==> src/rtl/dram_write_sequencer.sv <==
`default_nettype none
// ============================================================================
// dram_write_sequencer: maps 128-bit AXI-Stream chunks onto DRAM app writes
// Revision: 1.0
// ============================================================================
module dram_write_sequencer #(
  parameter int unsigned           ADDR_WIDTH   = 27,
  parameter int unsigned           ADDR_STEP    = 8,
  parameter logic [ADDR_WIDTH-1:0] FB_BASE_ADDR = 27'h400000,
  parameter int unsigned           FB_CHUNKS    = 38400
) (
  input  logic                  clk,
  input  logic                  rst_n,
  input  logic                  init_calib_complete,
  input  logic                  sample_load_complete,
  input  logic                  s_axis_tvalid,
  output logic                  s_axis_tready,
  input  logic [127:0]          s_axis_tdata,
  input  logic                  s_axis_tlast,
  output logic [ADDR_WIDTH-1:0] app_addr,
  output logic [2:0]            app_cmd,
  output logic                  app_en,
  input  logic                  app_rdy,
  output logic [127:0]          app_wdf_data,
  output logic                  app_wdf_wren,
  output logic                  app_wdf_end,
  input  logic                  app_wdf_rdy,
  output logic                  frame_mode,
  output logic                  frame_done,
  output logic                  sample_overflow,
  output logic                  frame_misalign
);

  localparam logic [ADDR_WIDTH-1:0] c_addr_step = ADDR_WIDTH'(ADDR_STEP);
  localparam logic [ADDR_WIDTH-1:0] c_fb_last   =
    FB_BASE_ADDR + ADDR_WIDTH'((FB_CHUNKS - 1) * ADDR_STEP);

  typedef enum logic [0:0] {
    ST_IDLE  = 1'b0,
    ST_WRITE = 1'b1
  } state_t;

  state_t                r_state;
  logic                  r_cmd_pend;
  logic                  r_data_pend;
  logic                  r_last;
  logic                  r_frame_mode;
  logic                  r_frame_done;
  logic                  r_sample_overflow;
  logic                  r_frame_misalign;
  logic [ADDR_WIDTH-1:0] r_app_addr;
  logic [ADDR_WIDTH-1:0] r_sample_ptr;
  logic [ADDR_WIDTH-1:0] r_frame_ptr;
  logic [127:0]          r_wdf_data;

  logic w_mode_switch;
  logic w_tready;
  logic w_accept;
  logic w_cmd_pend_nxt;
  logic w_data_pend_nxt;
  logic w_sample_room;
  logic w_sample_last;

  // Mode switch takes priority over a handshake so a chunk never straddles it.
  assign w_mode_switch   = (r_state == ST_IDLE) && !r_frame_mode && sample_load_complete;
  assign w_tready        = (r_state == ST_IDLE) && init_calib_complete && !w_mode_switch;
  assign w_accept        = w_tready && s_axis_tvalid;
  assign w_cmd_pend_nxt  = r_cmd_pend && !app_rdy;
  assign w_data_pend_nxt = r_data_pend && !app_wdf_rdy;
  assign w_sample_room   = (r_sample_ptr < FB_BASE_ADDR);
  assign w_sample_last   = ((FB_BASE_ADDR - r_sample_ptr) <= c_addr_step);

  always_ff @(posedge clk) begin
    if (!rst_n) begin
      r_state           <= ST_IDLE;
      r_cmd_pend        <= 1'b0;
      r_data_pend       <= 1'b0;
      r_last            <= 1'b0;
      r_frame_mode      <= 1'b0;
      r_frame_done      <= 1'b0;
      r_sample_overflow <= 1'b0;
      r_frame_misalign  <= 1'b0;
      r_app_addr        <= '0;
      r_sample_ptr      <= '0;
      r_frame_ptr       <= '0;
      r_wdf_data        <= '0;
    end else begin
      r_frame_done <= 1'b0;
      case (r_state)
        ST_IDLE: begin
          if (w_mode_switch) begin
            r_frame_mode <= 1'b1;
            r_frame_ptr  <= FB_BASE_ADDR;
          end else if (w_accept) begin
            r_wdf_data <= s_axis_tdata;
            r_last     <= s_axis_tlast;
            if (r_frame_mode) begin
              r_app_addr  <= r_frame_ptr;
              r_cmd_pend  <= 1'b1;
              r_data_pend <= 1'b1;
              r_state     <= ST_WRITE;
              if (s_axis_tlast) begin
                r_frame_ptr <= FB_BASE_ADDR;
              end else if (r_frame_ptr == c_fb_last) begin
                r_frame_ptr      <= FB_BASE_ADDR;
                r_frame_misalign <= 1'b1;
              end else begin
                r_frame_ptr <= r_frame_ptr + c_addr_step;
              end
            end else if (w_sample_room) begin
              r_app_addr   <= r_sample_ptr;
              r_cmd_pend   <= 1'b1;
              r_data_pend  <= 1'b1;
              r_state      <= ST_WRITE;
              // Clamp so the pointer never steps past the frame-buffer base.
              r_sample_ptr <= w_sample_last ? FB_BASE_ADDR : r_sample_ptr + c_addr_step;
            end else begin
              r_sample_overflow <= 1'b1;
            end
          end
        end
        ST_WRITE: begin
          r_cmd_pend  <= w_cmd_pend_nxt;
          r_data_pend <= w_data_pend_nxt;
          if (!w_cmd_pend_nxt && !w_data_pend_nxt) begin
            r_state      <= ST_IDLE;
            r_frame_done <= r_last && r_frame_mode;
          end
        end
        default: r_state <= ST_IDLE;
      endcase
    end
  end

  assign s_axis_tready   = w_tready;
  assign app_addr        = r_app_addr;
  assign app_cmd         = 3'b000;
  assign app_en          = r_cmd_pend;
  assign app_wdf_data    = r_wdf_data;
  assign app_wdf_wren    = r_data_pend;
  assign app_wdf_end     = r_data_pend;
  assign frame_mode      = r_frame_mode;
  assign frame_done      = r_frame_done;
  assign sample_overflow = r_sample_overflow;
  assign frame_misalign  = r_frame_misalign;

endmodule
`default_nettype wire

==> config.mk <==
export PLATFORM = sky130hd
export DESIGN_NAME = dram_write_sequencer
export DESIGN_NICKNAME = d
export VERILOG_FILES = /design/src/rtl/dram_write_sequencer.sv
export SDC_FILE = /design/constraint.sdc
export NUM_CORES = 1
export LEC_CHECK = 0
export CORE_UTILIZATION = 49
export DETAILED_ROUTE_END_ITERATION = 12
export PLACE_DENSITY = 0.86
export SYNTH_ARGS = -nofsm -noshare
export SYNTH_HDL_FRONTEND = slang
export SYNTH_SLANG_ARGS = --single-unit
==> constraint.sdc <==
create_clock -name clk -period 4 [get_ports clk]
set_clock_uncertainty 0.05 [all_clocks]
set_input_delay 0.4 -clock clk [delete_from_list [all_inputs] [get_ports clk]]
set_output_delay 0.4 -clock clk [all_outputs]
set_load 0.005 [all_outputs]
# After elaboration in Yosys (flattened, before gate mapping)
# Cells that the tools add are included.
# Widths: inputs -> output; s select.
dict set report classes {
  reduce_logical 27
  mux 20
  eq_ne 4
  bitwise 5
  order_cmp 2
  addsub 3
}
# op n
set ops {}
lappend ops {{$mux 27} 8}
lappend ops {{$add 27x4->27 const B} 2}
lappend ops {{$eq 27x23->1 const B} 1}
lappend ops {{$le 27x4->1 const B} 1}
lappend ops {{$lt 27x23->1 const B} 1}
lappend ops {{$sub 23x27->27 const A} 1}
lappend ops {{$reduce_and 3->1} 4}
lappend ops {{$reduce_and 5->1} 2}
lappend ops {{$logic_and 1x1->1} 9}
lappend ops {{$mux 1} 9}
lappend ops {{$logic_not 1->1} 6}
lappend ops {{$pmux 1 s2} 3}
lappend ops {{$reduce_and 6->1} 1}
lappend ops {{$reduce_bool 2->1} 3}
lappend ops {{$not 1->1} 5}
lappend ops {{$ne 2x2->1 const B} 2}
lappend ops {{$reduce_and 4->1} 1}
lappend ops {{$ne 3x3->1 const B} 1}
lappend ops {{$reduce_and 2->1} 1}
dict set report word_totals {
  inputBits 136
  word_cells 73
  regBits 217
}

# Logic depth before layout (Yosys ltp)
dict set report logic_depth {
  depth_word 9
  mapped_depth 10
}

# Worst setup path after synthesis
# No wires, ideal clock.
dict set report synth_timing {
  path_type {flip-flop to flip-flop}
  from {register r_sample_ptr[3]}
  to {register r_sample_ptr[17]}
  path_stages_with_launch 11
  setup_slack_ns 1.218
  setup_ns 0.115
  arrival_time_ns 2.617
  path_cell_list {dfxtp_1 -> inv_1 -> ha_1 -> nor2b_4 -> xnor2_1 -> or4_4 -> a2111oi_4 -> nand3_2 -> o41ai_4 -> buf_6 -> nor2_1}
}
dict set report synth_between {
  elab_chain_len 3
  elab_cells_between_ends 6
}
# element line
set synth_rtl {}
lappend synth_rtl {{start, declared} 52} ;# logic [ADDR_WIDTH-1:0] r_sample_ptr;
lappend synth_rtl {{start signal, assigned} 116} ;# r_sample_ptr <= w_sample_last ? FB_BASE_ADDR : r_sample_ptr + c_addr_step;
lappend synth_rtl {{$sub 23x27->27} 71} ;# assign w_sample_last = ((FB_BASE_ADDR - r_sample_ptr) <= c_addr_step);
lappend synth_rtl {{$le 27x4->1} 71}
lappend synth_rtl {{$mux 27} 116}
# Parallel ways exist; a longest one is shown, timed or not.
# A chain may end at the register's enable or synchronous reset.

# Worst setup path after layout
dict set report layout_timing {
  from {register r_sample_ptr[3]}
  to {register r_sample_ptr[7]}
}
# The elaborated chain is that of the path after synthesis.

==> results.yml <==
global_route:
  antenna_found_initial: 6
  grt_pass1_wl_um: 39900
  grt_util_met3_pct: 9.17
  grt-ovfl-total: 0
  grt_max_degree: 123
  use_met2_pct: 46.2
  grt_pass1_vias: 7797
  grtUsageMet1_pct: 31.4
  grt-busiest-layer: "met2"
  grt_usage_pct: 27.4
synth:
  synthMuxAreaShare_pct: 2.27
  async_flop_share_pct: 0
  synthDistinctLibCells: 55
  synth_seq_cells: 208
  ys_warn_count: 0
  netlist_instances: 1033
  synthSimpleGateAreaFrac_pct: 22.9
  synth_xor_area_share_pct: 4.88
  syn_area_per_cell_sq_um: 8.52
  synth-compound-area-share_pct: 17.3
  synth_fa_ha_area_share_pct: 0.569
  synth_edf_count: 0
  synth_top_family_by_area: "simple AND/OR/NAND/NOR gates"
  synth_ff_type: "dfxtp_1"
  syn_area_sq_mm: 0.00880
  seq_area_frac_synth_pct: 47.3
hold_path:
  min_path_cells: 2
  hold_class: "primary input to flop"
  min-delay-start: "rst_n"
  worstHoldEndpoint: "frame_mode"
clock_tree:
  ctsResizeCount: 0
  cts_tree: "done"
  numCtsBuffers: 23
  clkLatencyLatePin_ps: 500
  cts-root-buf: "clkbuf_16"
  cts.hold.buffers_added: 0
  clock-sinks: 208
  clockBufferDepth: 3
  post_cts_buffers: 0
  clkTransAtPathRegs_ps: 60
  htreeDepth: 1
detailed_routing:
  drtIter0Drc: 430
  num_vias: 7982
  routedWlPerCell_um: 16.5
  wl_um: 25200
  vias_per_cell: 5.22
  drc: 0
  drt_pass1_iterations: 4
  postRouteAntennaNets: 0
worst_setup_path:
  r2r-start: "r_sample_ptr[3]"
  r2r_cells: 10
  arrival_ps: 3340
  crit_path_end_kind: "flop"
  cp_max_fo: 16
  r2r-end: "r_sample_ptr[7]"
  cp.required_ps: 4330
  ff2ff_setup_slack_ps: 990
  crit_type: "flop to flop"
  cp-start-kind: "flop"
die:
  io_pins: 302
  rows: 48
  start_util_pct: 50.5
  die-area_sq_mm: 0.0185
  die_y_um: 136
  chipWidth_um: 136
  core-area_sq_mm: 0.0174
timing:
  fmax_ghz: 0.332
  fin_crit_sh_pct: 75.3
  worst_slew_pin_slew_ps: 791
  fin_ws_ps: 990
  finalSetupTns_ps: 0
  relSlewSlack_pct: 47.3
  hold_violations: 0
  drv_slew: 0
  grt_setup_unrepaired: "false"
  period_needed_ps: 3010
  setup_viol: 0
cells_and_area:
  drive_above_1_share_pct: 4.78
  syn_to_final_growth_pct: 42.5
  nets: 1424
status:
  status: "complete, no violations"
power:
  p_switching_uw: 1090
  leakagePower_uw: 0.00471
  pwr-share-seq_pct: 45.7
  pwr-share-comb_pct: 11.6
  clock_power_share_pct: 42.7
  power_density_mw_per_mm2: 382
  ir_drop_v: 0.000344
  internal_power_uw: 3700
  p_sw_share_pct: 22.8
  totalPowerFinal_uw: 4790
placement:
  io_buffers: 295
  place_congestion: 0.884
  dp_slack_ps: 983
  hpwlAfterDp_um: 17800
job:
  drv_cap: 0
flip-flops by register name (all words and copies together), names as in the netlist:
register / flops
app_wdf_data: 128
app_addr: 24
r_frame_ptr: 24
r_sample_ptr: 24
app_en: 1
app_wdf_end: 1
frame_done: 1
frame_misalign: 1
frame_mode: 1
r_last: 1
r_state: 1
sample_overflow: 1
per-layer routing:
layer  wire length [um]  share of wire [%]
met1              10100                 40
met2              12200                 48
met3               2030                8.0
met4                887                3.5
met5                  0                  0
cell usage after synthesis (2+ instances only):
cell,count,area (sq um)
xor2_1,21,184
nand4_1,14,87.6
inv_1,12,45.0
nand2_1,303,1140
nand3_1,18,90.1
nand3b_1,2,15.0
o21a_1,2,15.0
mux2i_1,20,200
xnor2_1,28,245
and3_1,5,31.3
nor4_1,7,43.8
o211a_1,25,250
a21boi_0,130,976
o22ai_1,2,12.5
buf_2,3,15.0
nor2b_1,10,62.6
buf_4,7,52.6
buf_6,4,45.0
nand2b_1,4,25.0
and2_1,6,37.5
ha_1,4,50.1
and4_1,2,17.5
a21oi_1,8,40.0
o211ai_1,8,60.1
nor3_1,8,40.0
clkbuf_1,68,255
o31ai_1,2,15.0
nor2_1,71,267
nor4b_1,3,26.3
o21ai_0,4,20.0
dfxtp_1,208,4160
worst max-delay path, stage by stage, from the launching register on:
cell,delay [ps]
dfxtp_1,450
inv_1,140
ha_1,270
nor2b_4,140
xnor2_1,130
or4_4,560
a2111oi_4,340
nand3_2,140
o41ai_4,310
buf_4,280
nor2_1,70
layout by cell type, fill, tap and decap left out, types with 5 or more instances in the layout:
cell type,count
nand3_1,18
xnor2_1,28
inv_1,12
nor4_1,7
clkbuf_16,23
o211ai_1,8
clkdlybuf4s50_1,294
nor2_1,70
nor2b_1,10
nand4_1,14
dfxtp_1,208
a21oi_1,8
nand2_1,302
and2_1,6
nor3_1,8
buf_4,8
diode_2,6
xor2_1,21
a21boi_0,130
clkinv_2,5
o211a_1,25
clkbuf_8,6
mux2i_1,20
conb_1,6
cells by family after synthesis:
logic type / Yosys count
other: 1
DFF: 208
AOI/OAI and AO/OA: 191
buffers and inverters: 95
adders and majority gates: 4
xor gates and xnor gates: 49
and+or+nand+nor: 465
muxes: 20
metrics by stage:
stage | utilization, % | instances | cell area, sq um | hold slack [ps]
2_1_floorplan | - | 1038 | 8820 | 393
3_3_place_gp | 67.7 | 1484 | 11800 | 399
3_5_place_dp | 67.7 | 1484 | 11800 | 406
4_1_cts | 71.9 | 1523 | 12500 | 320
5_1_grt | 72.0 | 1529 | 12500 | 347
6_report | 72.0 | 1529 | 12500 | 351
worst max path at each step:
stage | startpoint | cells past startpoint | slack [ps] | end
after floorplan | r_sample_ptr[3] | 10 | 1220 | r_sample_ptr[17]
after global placement | r_sample_ptr[3] | 10 | 1030 | r_sample_ptr[13]
after detailed placement | r_sample_ptr[3] | 10 | 980 | r_sample_ptr[19]
after CTS | r_sample_ptr[3] | 10 | 970 | r_sample_ptr[7]
after global routing | r_sample_ptr[3] | 10 | 800 | r_sample_ptr[20]
final | r_sample_ptr[3] | 10 | 990 | r_sample_ptr[7]
power groups by stage:
stage               clock network [uW]  registers, uW  logic [uW]
floorplan                            0           2230         224
global placement                     0           2230         550
detailed placement                   0           2230         556
CTS                               2090           2190         561
global route                      2170           2200         605
finish                            2050           2190         557
area by class of cell:
type | count | area, sq um
Multi-Input combinational cell | 735 | 4260
Fill cell | 1327 | 4880
Timing Repair Buffer | 304 | 3040
Clock inverter | 7 | 63.8
Antenna cell | 6 | 15.0
Sequential cell | 208 | 4160
Tap cell | 225 | 282
Inverter | 12 | 45.0
Clock buffer | 32 | 669
Power figures use the tool's default switching activity.
